===== src/rtl/key_debounce.sv =====
// key_debounce: per-key two-flop synchroniser followed by a debounce FSM.
// Each channel produces a clean level and a one-cycle strobe on every accepted press.
// A new level is accepted only after the synchronised key has disagreed with the
// current level for DEBOUNCE_CYCLES+1 consecutive samples. Any agreeing sample
// restarts the window.
module key_debounce #(
  parameter int unsigned N_KEYS          = 2,
  parameter int unsigned DEBOUNCE_CYCLES = 2000000
) (
  input  logic              clk,
  input  logic              set,
  input  logic [N_KEYS-1:0] key,
  output logic [N_KEYS-1:0] key_level,
  output logic [N_KEYS-1:0] key_pulse
);

  // Width is chosen so that DEBOUNCE_CYCLES-1 always fits. The counter never goes past it.
  localparam int unsigned CNT_W = $clog2(DEBOUNCE_CYCLES);
  localparam logic [CNT_W-1:0] CNT_MAX = CNT_W'(DEBOUNCE_CYCLES - 1);
  localparam logic [CNT_W-1:0] CNT_ONE = CNT_W'(1);

  localparam logic [1:0] ST_IDLE      = 2'd0;
  localparam logic [1:0] ST_CHK_PRESS = 2'd1;
  localparam logic [1:0] ST_DOWN      = 2'd2;
  localparam logic [1:0] ST_CHK_REL   = 2'd3;

  for (genvar g = 0; g < int'(N_KEYS); g++) begin : g_chan
    logic             r_sync1;
    logic             r_key_s;
    logic [1:0]       r_state;
    logic [CNT_W-1:0] r_cnt;
    logic             r_level;
    logic             r_pulse;

    logic [1:0]       w_state_d;
    logic [CNT_W-1:0] w_cnt_d;
    logic             w_level_d;
    logic             w_pulse_d;

    // Two-flop synchroniser. Only r_key_s is visible to the FSM.
    always_ff @(posedge clk) begin
      if (set) begin
        r_sync1 <= 1'b0;
        r_key_s <= 1'b0;
      end else begin
        r_sync1 <= key[g];
        r_key_s <= r_sync1;
      end
    end

    // Debounce FSM next state. The pulse defaults low, so it lasts exactly one cycle.
    always_comb begin
      w_state_d = r_state;
      w_cnt_d   = r_cnt;
      w_level_d = r_level;
      w_pulse_d = 1'b0;
      case (r_state)
        ST_IDLE: begin
          w_level_d = 1'b0;
          if (r_key_s) begin
            w_state_d = ST_CHK_PRESS;
            w_cnt_d   = '0;
          end
        end
        ST_CHK_PRESS: begin
          w_level_d = 1'b0;
          if (!r_key_s) begin
            // Bounce: drop the attempt and give no partial credit.
            w_state_d = ST_IDLE;
            w_cnt_d   = '0;
          end else if (r_cnt != CNT_MAX) begin
            w_cnt_d = r_cnt + CNT_ONE;
          end else begin
            w_state_d = ST_DOWN;
            w_level_d = 1'b1;
            w_pulse_d = 1'b1;
          end
        end
        ST_DOWN: begin
          w_level_d = 1'b1;
          if (!r_key_s) begin
            w_state_d = ST_CHK_REL;
            w_cnt_d   = '0;
          end
        end
        ST_CHK_REL: begin
          w_level_d = 1'b1;
          if (r_key_s) begin
            w_state_d = ST_DOWN;
            w_cnt_d   = '0;
          end else if (r_cnt != CNT_MAX) begin
            w_cnt_d = r_cnt + CNT_ONE;
          end else begin
            // Accepted release: the level drops, with no strobe.
            w_state_d = ST_IDLE;
            w_level_d = 1'b0;
          end
        end
        default: begin
          w_state_d = ST_IDLE;
          w_cnt_d   = '0;
          w_level_d = 1'b0;
        end
      endcase
    end

    // FSM, counter and output registers. Reset overrides everything else.
    always_ff @(posedge clk) begin
      if (set) begin
        r_state <= ST_IDLE;
        r_cnt   <= '0;
        r_level <= 1'b0;
        r_pulse <= 1'b0;
      end else begin
        r_state <= w_state_d;
        r_cnt   <= w_cnt_d;
        r_level <= w_level_d;
        r_pulse <= w_pulse_d;
      end
    end

    assign key_level[g] = r_level;
    assign key_pulse[g] = r_pulse;
  end

endmodule

===== config.mk =====
export PLATFORM = sky130hd
export DESIGN_NAME = key_debounce
export DESIGN_NICKNAME = d
export VERILOG_FILES = /design/src/rtl/key_debounce.sv
export SDC_FILE = /design/constraint.sdc
export NUM_CORES = 1
export LEC_CHECK = 0
export BUFFER_PORTS_ARGS = -buffer_cell sky130_fd_sc_hd__buf_4
export CORE_UTILIZATION = 61
export CTS_CLUSTER_DIAMETER = 80
export DETAILED_ROUTE_END_ITERATION = 6
export GPL_TIMING_DRIVEN = 0
export PLACE_DENSITY_LB_ADDON = 0.12
export SLEW_MARGIN = 25
export SYNTH_ARGS = -nofsm -noshare
export SYNTH_HDL_FRONTEND = slang
export SYNTH_SLANG_ARGS = --single-unit

===== constraint.sdc =====
create_clock -name clk -period 3 [get_ports clk]
set_clock_uncertainty 0.2 [all_clocks]
set_input_delay 0.45 -clock clk [delete_from_list [all_inputs] [get_ports clk]]
set_output_delay 0.45 -clock clk [all_outputs]
set_load 0.05 [all_outputs]

## Word level (Yosys, flattened, before mapping)

Index checks and enable logic that the tools add are counted.

- Equality and inequality tests: 16
- Mux-type cells: 36
- Reductions and logical operators: 8
- Add/subtract/negate cells: 2
- Bitwise logic cells: 2

Operators by type and width:

| cell | count |
|---|---|
| $mux W21 | 10 |
| $pmux W21 S4 | 2 |
| $add A21 B1 Y21 const B | 2 |
| $ne A21 B21 Y1 const B | 2 |
| $mux W2 | 12 |
| $pmux W2 S4 | 2 |
| $ne A3 B3 Y1 const B | 4 |
| $eq A2 B2 Y1 const B | 4 |
| $mux W1 | 8 |
| $ne A2 B2 Y1 const B | 4 |
| $pmux W1 S4 | 2 |
| $reduce_and A4 Y1 | 2 |
| $eq A2 B1 Y1 const B | 2 |
| $logic_not A2 Y1 | 2 |
| $reduce_and A2 Y1 | 2 |
| $reduce_or A2 Y1 | 2 |
| $not A1 Y1 | 2 |

- Input port bits: 4
- Register bits after elaboration: 54

## Longest topological paths before layout

Gate-level depths: netlist of run 1.

- Depth in word-level cells: 4
- Mapped depth: 7
- Mapped depth without buffers: 6

## Worst setup path after synthesis of run 1

OpenSTA, ideal clock, no wires.

- Path kind: register to register
- From: register g_chan[0].r_cnt[13]
- To: register with a tool-made name
- Buffers on the path: 1
- Arrival: 1.760 ns
- Stages on the path, launching flop included: 7
- Setup slack: 0.912 ns
- Library setup time: 0.128 ns
- Required time: 2.672 ns
- Cells stage by stage: dfxtp_1 -> or4b_4 -> nor4_4 -> buf_6 -> nand3_4 -> mux2i_1 -> nor2_1

RTL lines:

| element | line | source |
|---|---|---|
| start, declared | 31 | `logic [CNT_W-1:0] r_cnt;` |
| start signal, assigned | 116 | `r_cnt <= w_cnt_d;` |

## Final worst setup path of run 1

- From: register g_chan[0].r_cnt[13]
- To: register g_chan[0].r_pulse

- Cells in the longest elaborated chain, start to end: 3

RTL lines:

| element | line | source |
|---|---|---|
| $ne A21 B21 Y1 | 71 | `end else if (r_cnt != CNT_MAX) begin` |
| $mux W1 | 71 |  |
| $mux W1 | 67 | `if (!r_key_s) begin` |
| end signal, assigned | 118 | `r_pulse <= w_pulse_d;` |
| end, declared | 33 | `logic r_pulse;` |

No other way between the ends.
A chain may end at the register's enable or synchronous reset.

==> results of run 1 <==
## cell type report
| class | instances | area [um2] | share of cell area |
|---|---|---|---|
| buffer | 19 | 111 | 0.0387 |
| tap | 50 | 62.6 | 0.0218 |
| sequential | 54 | 1080 | 0.376 |
| timing repair buffer | 6 | 45.0 | 0.0157 |
| clock inverter | 1 | 5.00 | 0.00174 |
| inverter | 11 | 41.3 | 0.0144 |
| multi-input combinational | 230 | 1440 | 0.502 |
| clock buffer | 7 | 86.3 | 0.0300 |
## placed cells by master, fill, tap and decap left out, types with 2 or more instances in the layout
master	count
clkbuf_8	6
o22ai_1	3
or4b_4	2
nand4_1	12
ha_1	2
nand3_1	26
o21ai_0	21
a311oi_1	2
a211oi_1	4
or3_1	3
nor4_1	5
a2111oi_0	2
buf_4	12
nand2_1	13
and4_1	4
a41oi_1	2
xnor2_1	16
o21a_1	2
nor3_1	3
inv_1	10
o41ai_1	2
and3_1	9
clkbuf_1	9
xor2_1	5
nor2b_1	4
nor4b_1	2
mux2i_1	3
or2_2	3
a21oi_1	15
nor2_1	35
dfxtp_1	54
a31oi_1	10
buf_6	2
nor4_4	2
## worst paths after layout
path	startpoint	end	slack [ns]	cells after the start
worst max-delay path	g_chan[0].r_cnt[13]$_SDFFE_PP0P_	g_chan[0].r_pulse$_SDFF_PP0_	0.50	5
worst min register to register	g_chan[0].r_sync1$_SDFF_PP0_	g_chan[0].r_key_s$_SDFF_PP0_	0.25	1
worst max register to register	g_chan[0].r_cnt[13]$_SDFFE_PP0P_	g_chan[0].r_pulse$_SDFF_PP0_	0.50	5
worst min-delay path	key[0]	g_chan[0].r_sync1$_SDFF_PP0_	0.15	2
## power groups by stage
stage | Clock (uW) | Sequential [uW] | Combinational [uW]
finish | 410 | 730 | 46.0
CTS | 424 | 730 | 45.5
floorplan | 0 | 745 | 32.0
detailed placement | 0 | 746 | 45.7
global placement | 0 | 746 | 44.1
global route | 452 | 731 | 52.1
## worst max-delay path, cell delays in order (launching register included)
cell and delay (ns):
dfxtp_1 0.37, or4b_4 0.56, nor4_4 0.52, buf_6 0.23, nand3_4 0.09, nor4b_1 0.39
## logic make-up after synthesis
kind of cell             after synthesis  synth area share
flip-flops                            54             0.404
multiplexers                           3            0.0112
buffers and inverters                 30            0.0570
AO/OA/AOI/OAI                         73             0.171
AND/OR/NAND/NOR                      131             0.279
XOR/XNOR                              21            0.0687
adder cells (fa/ha/maj)                2           0.00935
## metal layers
layer / global-route usage / vias to the layer above / routed length (um)
met5: 0 / - / 0
met4: 0.102 / 0 / 95
met1: 0.398 / 1084 / 2970
met3: 0.0467 / 12 / 310
li1: - / 1175 / -
met2: 0.411 / 75 / 2460
## flip-flops by register name, indices dropped and copies added (netlist names), named ones only
register        cells
g_chan.r_state      2
g_chan.r_cnt       42
g_chan.r_pulse      2
g_chan.r_sync1      2
g_chan.r_level      2
g_chan.r_key_s      2
## stage by stage
| step | hold slack, ns | instance area [um2] | setup slack (ns) |
|---|---|---|---|
| after floorplan | 0.214 | 2680 | 0.912 |
| after global placement | 0.215 | 2780 | 0.424 |
| after detailed placement | 0.227 | 2780 | 0.353 |
| after CTS | 0.139 | 2880 | 0.533 |
| after global routing | 0.177 | 2880 | 0.391 |
| final | 0.148 | 2880 | 0.504 |
==> results_dict.tcl, run 1 <==
set metrics [dict create \
    grt_max_degree 16 \
    syn2layout_area_growth_pct 7.43 \
    hold_violations 0 \
    rows 23 \
    pwr_density_cell_nw_per_um2 412 \
    slew_headroom 0.359 \
    viasPerCell 6.21 \
    setup_tns_ns 0 \
    fillerInstances 334 \
    boundaryPins 8 \
    yosys_warnings 0 \
    die-area_um2 4660 \
    power.share.combinational 0.039 \
    p_switching_uw 261 \
    synth_fp_nets 320 \
    place_inst 370 \
    clock_path_buffers 2 \
    drive_gt1_frac 0.107 \
    grt_pass1_wl_um 9530 \
    syn_area_um2 2680 \
    clock_latency_ns 0.31 \
    die_h_um 68.2 \
    utilization 0.699 \
    drc 0 \
    totalWireLength_um 5840 \
    synth_cell_type_count 55 \
    cts_num_sinks 54 \
    vias 2346 \
    seqPwrFrac 0.616 \
    crit_path_start_kind "flop" \
    root_buffer "clkbuf_8" \
    path_class "reg2reg" \
    synthFlopType "dfxtp_1" \
    ctsHoldBuffers 0 \
    final-setup-viol-count 0 \
    htree_levels 2 \
    final_cells 378 \
    finalCritPeriodShare 0.832 \
    post_cts_resized 0 \
    first_global_vias 2008 \
    drt-initial-drc-count 218 \
    dp_hpwl_um 4160 \
    post_cts_buffers 0 \
    grt_use_total 0.277 \
    start_util 0.650 \
    wl_per_cell_um 15.4 \
    synth_most_common_cell "dfxtp_1" \
    power_uw 1190 \
    power_leakage_uw 0.00104 \
    worstPathArrival_ns 2.47 \
    crit_fanout 10 \
    status "finished, final reports clean" \
    fin_nets 333 \
    required_ns 2.97 \
    yosys-top-cells-area "dfxtp_1 40%, xnor2_1 5.2%, nor2_1 4.9%" \
    setup.worst_path.end_class "flop" \
    die_w_um 68.2 \
    dr.pass1.iters 5 \
    antenna_found_initial 0 \
    synth_top_area_share 0.404 \
    synth-async-reset-ratio 0 \
    p_int_uw 925 \
    period_needed_ns 2.50 \
    hold_path_class "in2reg" \
    gr-total-overflow 0 \
    io_buffers 6 \
    switching_share 0.220 \
    vdd_ir_drop_max_v 0.000280 \
    rsz0062_at_grt "no" \
    synth-edff-count 0 \
    num_antenna_cells 0 \
    coreArea_um2 4120 \
    cts_tree "yes" \
    synthTopCellsByCount "54 x dfxtp_1, 35 x nor2_1, 26 x nand3_1" \
    yosysTopAreaCell "dfxtp_1" \
    drv_slew 0 \
    drt.antenna.violating_nets 0 \
    max_freq_mhz 401 \
    pwr-share-clk 0.346 \
    synth_cells 314 \
    place.gp.congestion 0.902 \
    avgSynthCellArea_um2 8.52 \
    worst_pin_slew_ns 0.953 \
    clk_pin_slew_worst_paths_ns 0.09 \
    ys_seq_elements 54 \
    cap_violations 0 \
    cts_buffers 5 \
    yosysSeqAreaShare 0.404 \
]
Note: power is estimated with default switching activity, not from simulation.
==> run 2: changes to the inputs <==
--- a/config.mk
+++ b/config.mk
@@ -5,8 +5,9 @@
 export SDC_FILE = /design/constraint.sdc
 export NUM_CORES = 1
 export LEC_CHECK = 0
+export ABC_AREA = 1
 export BUFFER_PORTS_ARGS = -buffer_cell sky130_fd_sc_hd__buf_4
-export CORE_UTILIZATION = 61
+export CORE_UTILIZATION = 56
 export CTS_CLUSTER_DIAMETER = 80
 export DETAILED_ROUTE_END_ITERATION = 6
 export GPL_TIMING_DRIVEN = 0
==> constraint.sdc (replaced) <==
create_clock -name clk -period 2.2 [get_ports clk]
set_clock_uncertainty 0.2 [all_clocks]
set_input_delay 0.33 -clock clk [delete_from_list [all_inputs] [get_ports clk]]
set_output_delay 0.33 -clock clk [all_outputs]
set_load 0.05 [all_outputs]
==> run 2 against run 1 <==
  * Global-route usage down 3.4 points
  * Critical path type unchanged
  * Sequential share of layout area down 4.8 points
  * Via count up 22%
  * Critical path depth up 2
  * Die area up 24%
  * Final cell count up 46%
  * Fmax up 34%
  * Non-clock buffer count down 8
  * Synthesized cell count up 48%
  * First-iteration DRC count down 42%
  * Largest cell class unchanged
  * Flip-flop and latch count unchanged
==> results_dict.tcl, run 2 <==
set metrics [dict create \
    status "finished, final reports clean" \
    setup_tns_ns 0 \
    fillerInstances 516 \
    min_path_cells 3 \
    viasPerCell 5.20 \
    coreArea_um2 5200 \
    avgSynthCellArea_um2 6.61 \
    synth_cell_type_count 35 \
    final-setup-viol-count 0 \
    dr.pass1.iters 4 \
    cts_tree "yes" \
    rows 26 \
    yosysTopAreaCell "dfxtp_1" \
    fin_nets 486 \
    grt_max_degree 16 \
    synthTopCellsByCount "115 x nand2_1, 61 x inv_1, 54 x dfxtp_1, 54 x nor2_1, 40 x nand3_1" \
    root_buffer "clkbuf_8" \
    clk_pin_slew_worst_paths_ns 0.10 \
    worst_pin_slew_ns 0.558 \
    setup.worst_path.end_class "flop" \
    synth_cells 466 \
    antenna_found_initial 0 \
    synth-edff-count 0 \
    start_util 0.591 \
    cap_violations 0 \
    period_needed_ns 1.87 \
    io_buffers 7 \
    htree_levels 2 \
    slew_headroom 0.628 \
    power_uw 1580 \
    drc 0 \
    yosys_warnings 0 \
    die-area_um2 5800 \
    boundaryPins 8 \
    r2r_slack_ns 0.33 \
    drt-initial-drc-count 127 \
    synthFlopType "dfxtp_1" \
    totalWireLength_um 6570 \
    power_leakage_uw 0.00127 \
    place.gp.congestion 0.932 \
    final_cells 550 \
    yosys-top-cells-area "dfxtp_1 35%, nand2_1 14%, inv_1 7.4%" \
    grt_pass1_wl_um 11400 \
    placed_area_um2 3220 \
    drt.antenna.violating_nets 0 \
    worstPathArrival_ns 1.89 \
    timing.rr.end "g_chan[0].r_cnt[14]$_SDFFE_PP0P_" \
    synth-async-reset-ratio 0 \
    crit_path_start_kind "flop" \
    die_h_um 76.1 \
    drv_slew 0 \
    clock_path_buffers 2 \
    hold_violations 0 \
    max_freq_mhz 536 \
    yosysSeqAreaShare 0.351 \
    required_ns 2.22 \
    pwr_density_cell_nw_per_um2 480 \
    cts_buffers 5 \
    dp_hpwl_um 4980 \
    finalCritPeriodShare 0.848 \
    vdd_ir_drop_max_v 0.000379 \
    post_cts_buffers 0 \
    hold_end "g_chan[0].r_sync1$_SDFF_PP0_" \
    worstHoldStart "key[0]" \
    first_global_vias 2658 \
    die_w_um 76.1 \
    largest_register "g_chan.r_cnt" \
    syn_area_um2 3080 \
    final_common_cell "nand2_1" \
    synth_fp_nets 472 \
    num_antenna_cells 0 \
    syn2layout_area_growth_pct 7.15 \
    ys_seq_elements 54 \
    rsz0062_at_grt "no" \
    largest_reg_flops 42 \
    mostFrequentLayoutCells "115 x nand2_1, 61 x inv_1, 54 x nor2_1, 54 x dfxtp_1, 40 x nand3_1" \
    cts_num_sinks 54 \
    place_inst 543 \
    drive_gt1_frac 0.123 \
    clock_latency_ns 0.30 \
    synth_most_common_cell "nand2_1" \
    wl_per_cell_um 11.9 \
    ctsHoldBuffers 0 \
    synth_top_area_share 0.351 \
    design_area_um2 3300 \
    crit_fanout 5 \
    hold_path_class "in2reg" \
    worstRegToRegCells 7 \
    vias 2860 \
    gr-total-overflow 0 \
    path_class "reg2reg" \
    grt_use_total 0.243 \
    post_cts_resized 0 \
    timing.rr.start "g_chan[0].r_cnt[1]$_SDFFE_PP0P_" \
]
==> run 2: cell count changes after synthesis, sizes merged, moves of 14 or more <==
cell / delta
nand2: +110
inv: +60
nor2: +29
a21oi: +19
nand3: +15
xnor2: -14
==> run 2: kinds of logic after synthesis <==
kind of cell	count (synthesis)	synth area share
simple gates	267	0.421
buf+inv	80	0.107
compound gates	57	0.0963
flops	54	0.351
xor+xnor	6	0.0171
fa+ha+maj	2	0.00813
==> run 2: worst max-delay path: stages (launching register included) <==
cell and delay (ns):
dfxtp_1 0.38, ha_1 0.20, nand2_2 0.10, nor3_4 0.27, nand3_2 0.17, nor3_4 0.22, nor2_1 0.06, nor3_1 0.17
==> run 2: worst max path at each step <==
stage	cells past startpoint	start	slack [ns]	to
3_3_place_gp	8	g_chan[0].r_cnt[1]$_SDFFE_PP0P_	0.38	g_chan[0].r_cnt[16]$_SDFFE_PP0P_
2_1_floorplan	8	g_chan[0].r_cnt[0]$_SDFFE_PP0P_	0.57	g_chan[0].r_cnt[16]$_SDFFE_PP0P_
6_report	7	g_chan[0].r_cnt[1]$_SDFFE_PP0P_	0.33	g_chan[0].r_cnt[14]$_SDFFE_PP0P_
3_5_place_dp	7	g_chan[0].r_cnt[1]$_SDFFE_PP0P_	0.36	g_chan[0].r_cnt[14]$_SDFFE_PP0P_
5_1_grt	7	g_chan[0].r_cnt[1]$_SDFFE_PP0P_	0.16	g_chan[0].r_cnt[14]$_SDFFE_PP0P_
4_1_cts	7	g_chan[0].r_cnt[1]$_SDFFE_PP0P_	0.33	g_chan[0].r_cnt[14]$_SDFFE_PP0P_
==> run 2: layout make-up <==
type	count	area, um2	area share
multi-input cells	332	1670	0.506
repair buffers	7	52.6	0.0159
flip-flops and latches	54	1080	0.328
plain buffers	10	60.1	0.0182
clock buffers	6	72.6	0.0220
clock inverters	1	7.51	0.00228
inverters	70	268	0.0812
well taps	70	87.6	0.0266
==> run 2: stage by stage <==
step | worst slack, ns | hold slack (ns) | utilization
4_1_cts | 0.330 | 0.0228 | 0.634
2_1_floorplan | 0.569 | 0.188 | -
3_3_place_gp | 0.382 | 0.194 | 0.618
3_5_place_dp | 0.359 | 0.196 | 0.618
6_report | 0.335 | 0.0305 | 0.634
5_1_grt | 0.160 | 0.0321 | 0.634
==> run 2: power by group <==
part           internal (uW)  total (uW)  switching, uW
Sequential               981         984           3.20
Combinational           17.6        65.8           48.2
Clock                    219         531            312
==> run 2: layer usage <==
metal  vias to the layer above  GRT usage  wire length [um]
li1                       1520          -                 -
met1                      1278      0.293              3090
met2                        47      0.426              3140
met3                        15     0.0335               160
met4                         0      0.115               177
met5                         -          0                 0
==> run 3: changes to the inputs <==
==> constraint.sdc (replaced) <==
create_clock -name clk -period 1.5 [get_ports clk]
set_clock_uncertainty 0.2 [all_clocks]
set_input_delay 0.225 -clock clk [delete_from_list [all_inputs] [get_ports clk]]
set_output_delay 0.225 -clock clk [all_outputs]
set_load 0.05 [all_outputs]
==> run 3 against run 2 <==
  * Critical endpoint is now g_chan[0].r_cnt[5]$_SDFFE_PP0P_
  * Count of clock-buffer cells in the layout fell by 1
  * Wire length grew 49%
  * Core utilization rose by 19 points
  * Combinational power is 120% higher
  * Worst setup slack got worse by 0.62 ns
  * Sequential power is 44% higher
  * Power increased by 65%
  * Flip-flop and latch count unchanged
  * Critical path type unchanged
  * The flow now finishes with violations (setup timing)
==> results_dict.tcl, run 3 (synthesis results as in run 2) <==
set metrics [dict create \
    utilization 0.820 \
    antenna_found_initial 0 \
    worstPathArrival_ns 1.82 \
    drive_gt1_frac 0.411 \
    wl_per_cell_um 16.4 \
    path_cells "ha_4 > nand2_4 > buf_4 > buf_6 > inv_4 > nand2_4 > nor2_4 > nand3_4 > nand3_2 > nand2_1 > inv_1 > nor2_1" \
    fin_nets 533 \
    cts_buffers 5 \
    coreArea_um2 5200 \
    final_cells 598 \
    grt_max_degree 18 \
    final_common_cell "nand2_1" \
    p_switching_uw 640 \
    crit_fanout 5 \
    syn2layout_area_growth_pct 38.7 \
    die_h_um 76.1 \
    status "complete, but fails checks" \
    cpPeakStageDelay_ns 0.39 \
    hold_path_class "in2reg" \
    io_buffers 7 \
    vdd_ir_drop_max_v 0.000433 \
    first_global_vias 3210 \
    pwr_density_cell_nw_per_um2 611 \
    cp_num_buf_inv 4 \
    place.gp.congestion 0.860 \
    start_util 0.591 \
    clock_latency_ns 0.32 \
    drt-initial-drc-count 216 \
    clk_pin_slew_worst_paths_ns 0.12 \
    violations "setup timing" \
    clock_path_buffers 2 \
    setup_tns_ns -6.62 \
    vias 3398 \
    die-area_um2 5800 \
    root_buffer "clkbuf_8" \
    setup.worst_path.end_class "flop" \
    power_leakage_uw 0.00175 \
    cp_common_cell "nand2_4" \
    cp_slowest_cell "dfxtp_4" \
    seqPwrFrac 0.544 \
    slew_headroom 0.538 \
    totalWireLength_um 9800 \
    mostFrequentLayoutCells "94 x nand2_1, 56 x inv_1, 47 x buf_4" \
    cts_tree "yes" \
    period_needed_ns 1.78 \
    dr.pass1.iters 5 \
    grt_use_total 0.303 \
    grt_pass1_wl_um 14200 \
    largest_register "g_chan.r_cnt" \
    max_freq_mhz 560 \
    cts_num_sinks 54 \
    drc 0 \
    pwr-share-clk 0.400 \
    cap_violations 0 \
    die_w_um 76.1 \
    drt.antenna.violating_nets 0 \
    htree_levels 2 \
    cpLargestDelayFamily "simple AND/OR/NAND/NOR gates" \
    worst_pin_slew_ns 0.693 \
    seq_area_um2 1160 \
    switching_share 0.245 \
    path_class "reg2reg" \
    dp_slack_ns -0.247 \
    rsz0062_at_grt "yes" \
    hold_violations 0 \
    required_ns 1.54 \
    dp_hpwl_um 5290 \
    viasPerCell 5.68 \
    finalCritPeriodShare 1.19 \
    power.share.combinational 0.055 \
    boundaryPins 8 \
    fin_hold_ws_ns 0.183 \
    largest_reg_flops 42 \
    crit_path_start_kind "flop" \
    gr-total-overflow 0 \
    setup_ws_ns -0.285 \
    multi_input_area_um2 2110 \
    drv_slew 0 \
    rows 26 \
    final-setup-viol-count 48 \
    place_inst 543 \
    fillerInstances 322 \
    num_antenna_cells 0 \
    p_int_uw 1970 \
]
run 3: cell types whose count changed in the layout (fill, tap and decap cells not counted), moves of 10 or more:
cell,previous run,this run
nand2_2,7,21
a21oi_2,0,10
dfxtp_1,54,21
buf_4,12,47
nor2_1,54,39
a21oi_1,35,25
nor2_4,4,16
nand3_1,40,23
dfxtp_4,0,14
nand2_1,115,94
dfxtp_2,0,19
nand3_2,2,14
run 3: final cells by class:
class                   instances  share of cell area
plain buffers                  10              0.0170
clock buffers                   5              0.0161
repair buffers                 54               0.105
inverters                      70              0.0656
flip-flops and latches         54               0.271
well taps                      70              0.0205
clock inverters                 3              0.0103
multi-input cells             332               0.495
run 3: worst reg2reg max path, stage by stage (launching register included):
cell     delay [ns]
dfxtp_4        0.39
ha_4           0.16
nand2_4        0.07
buf_4          0.14
buf_6          0.11
inv_4          0.06
nand2_4        0.05
nor2_4         0.10
nand3_4        0.13
nand3_2        0.11
nand2_1        0.08
inv_1          0.07
nor2_1         0.04
run 3: power by group through the flow:
stage / clock network [uW] / logic [uW] / registers [uW]
floorplan: 0 / 65.1 / 1480
CTS: 1040 / 127 / 1440
detailed placement: 0 / 97.3 / 1480
global placement: 0 / 96.3 / 1480
global route: 1110 / 154 / 1420
finish: 1040 / 144 / 1420
run 3: per-stage QoR:
| step | total power, uW | area (um2) |
|---|---|---|
| finish | 2610 | 4270 |
| global route | 2680 | 4270 |
| CTS | 2600 | 3850 |
| detailed placement | 1580 | 3270 |
| global placement | 1570 | 3270 |
| floorplan | 1540 | 3130 |
run 3: path summary, 6_finish.rpt:
kind         slack (ns)                               to                             from  depth (start not counted)
max               -0.28  g_chan[0].r_cnt[5]$_SDFFE_PP0P_  g_chan[0].r_cnt[1]$_SDFFE_PP0P_                         12
min                0.18     g_chan[1].r_pulse$_SDFF_PP0_                              set                          4
max reg2reg       -0.28  g_chan[0].r_cnt[5]$_SDFFE_PP0P_  g_chan[0].r_cnt[1]$_SDFFE_PP0P_                         12
min reg2reg        0.20     g_chan[0].r_key_s$_SDFF_PP0_     g_chan[0].r_sync1$_SDFF_PP0_                          2
run 3: what timing repair did:
item / in CTS / in global routing
setup buffers: 29 / 16
hold buffers: 3 / 0
hold endpoints to repair: 5 / 0
pin swaps: 16 / 36
endpoints found under the setup margin: 50 / 50
gates resized for setup: 76 / 93
run 3: per-layer routing:
metal / share of wire / global-route usage / up-vias
met5: 0 / 0 / -
met4: 0.036 / 0.146 / 0
met3: 0.063 / 0.0443 / 43
met2: 0.52 / 0.557 / 156
met1: 0.38 / 0.342 / 1579
li1: - / - / 1620
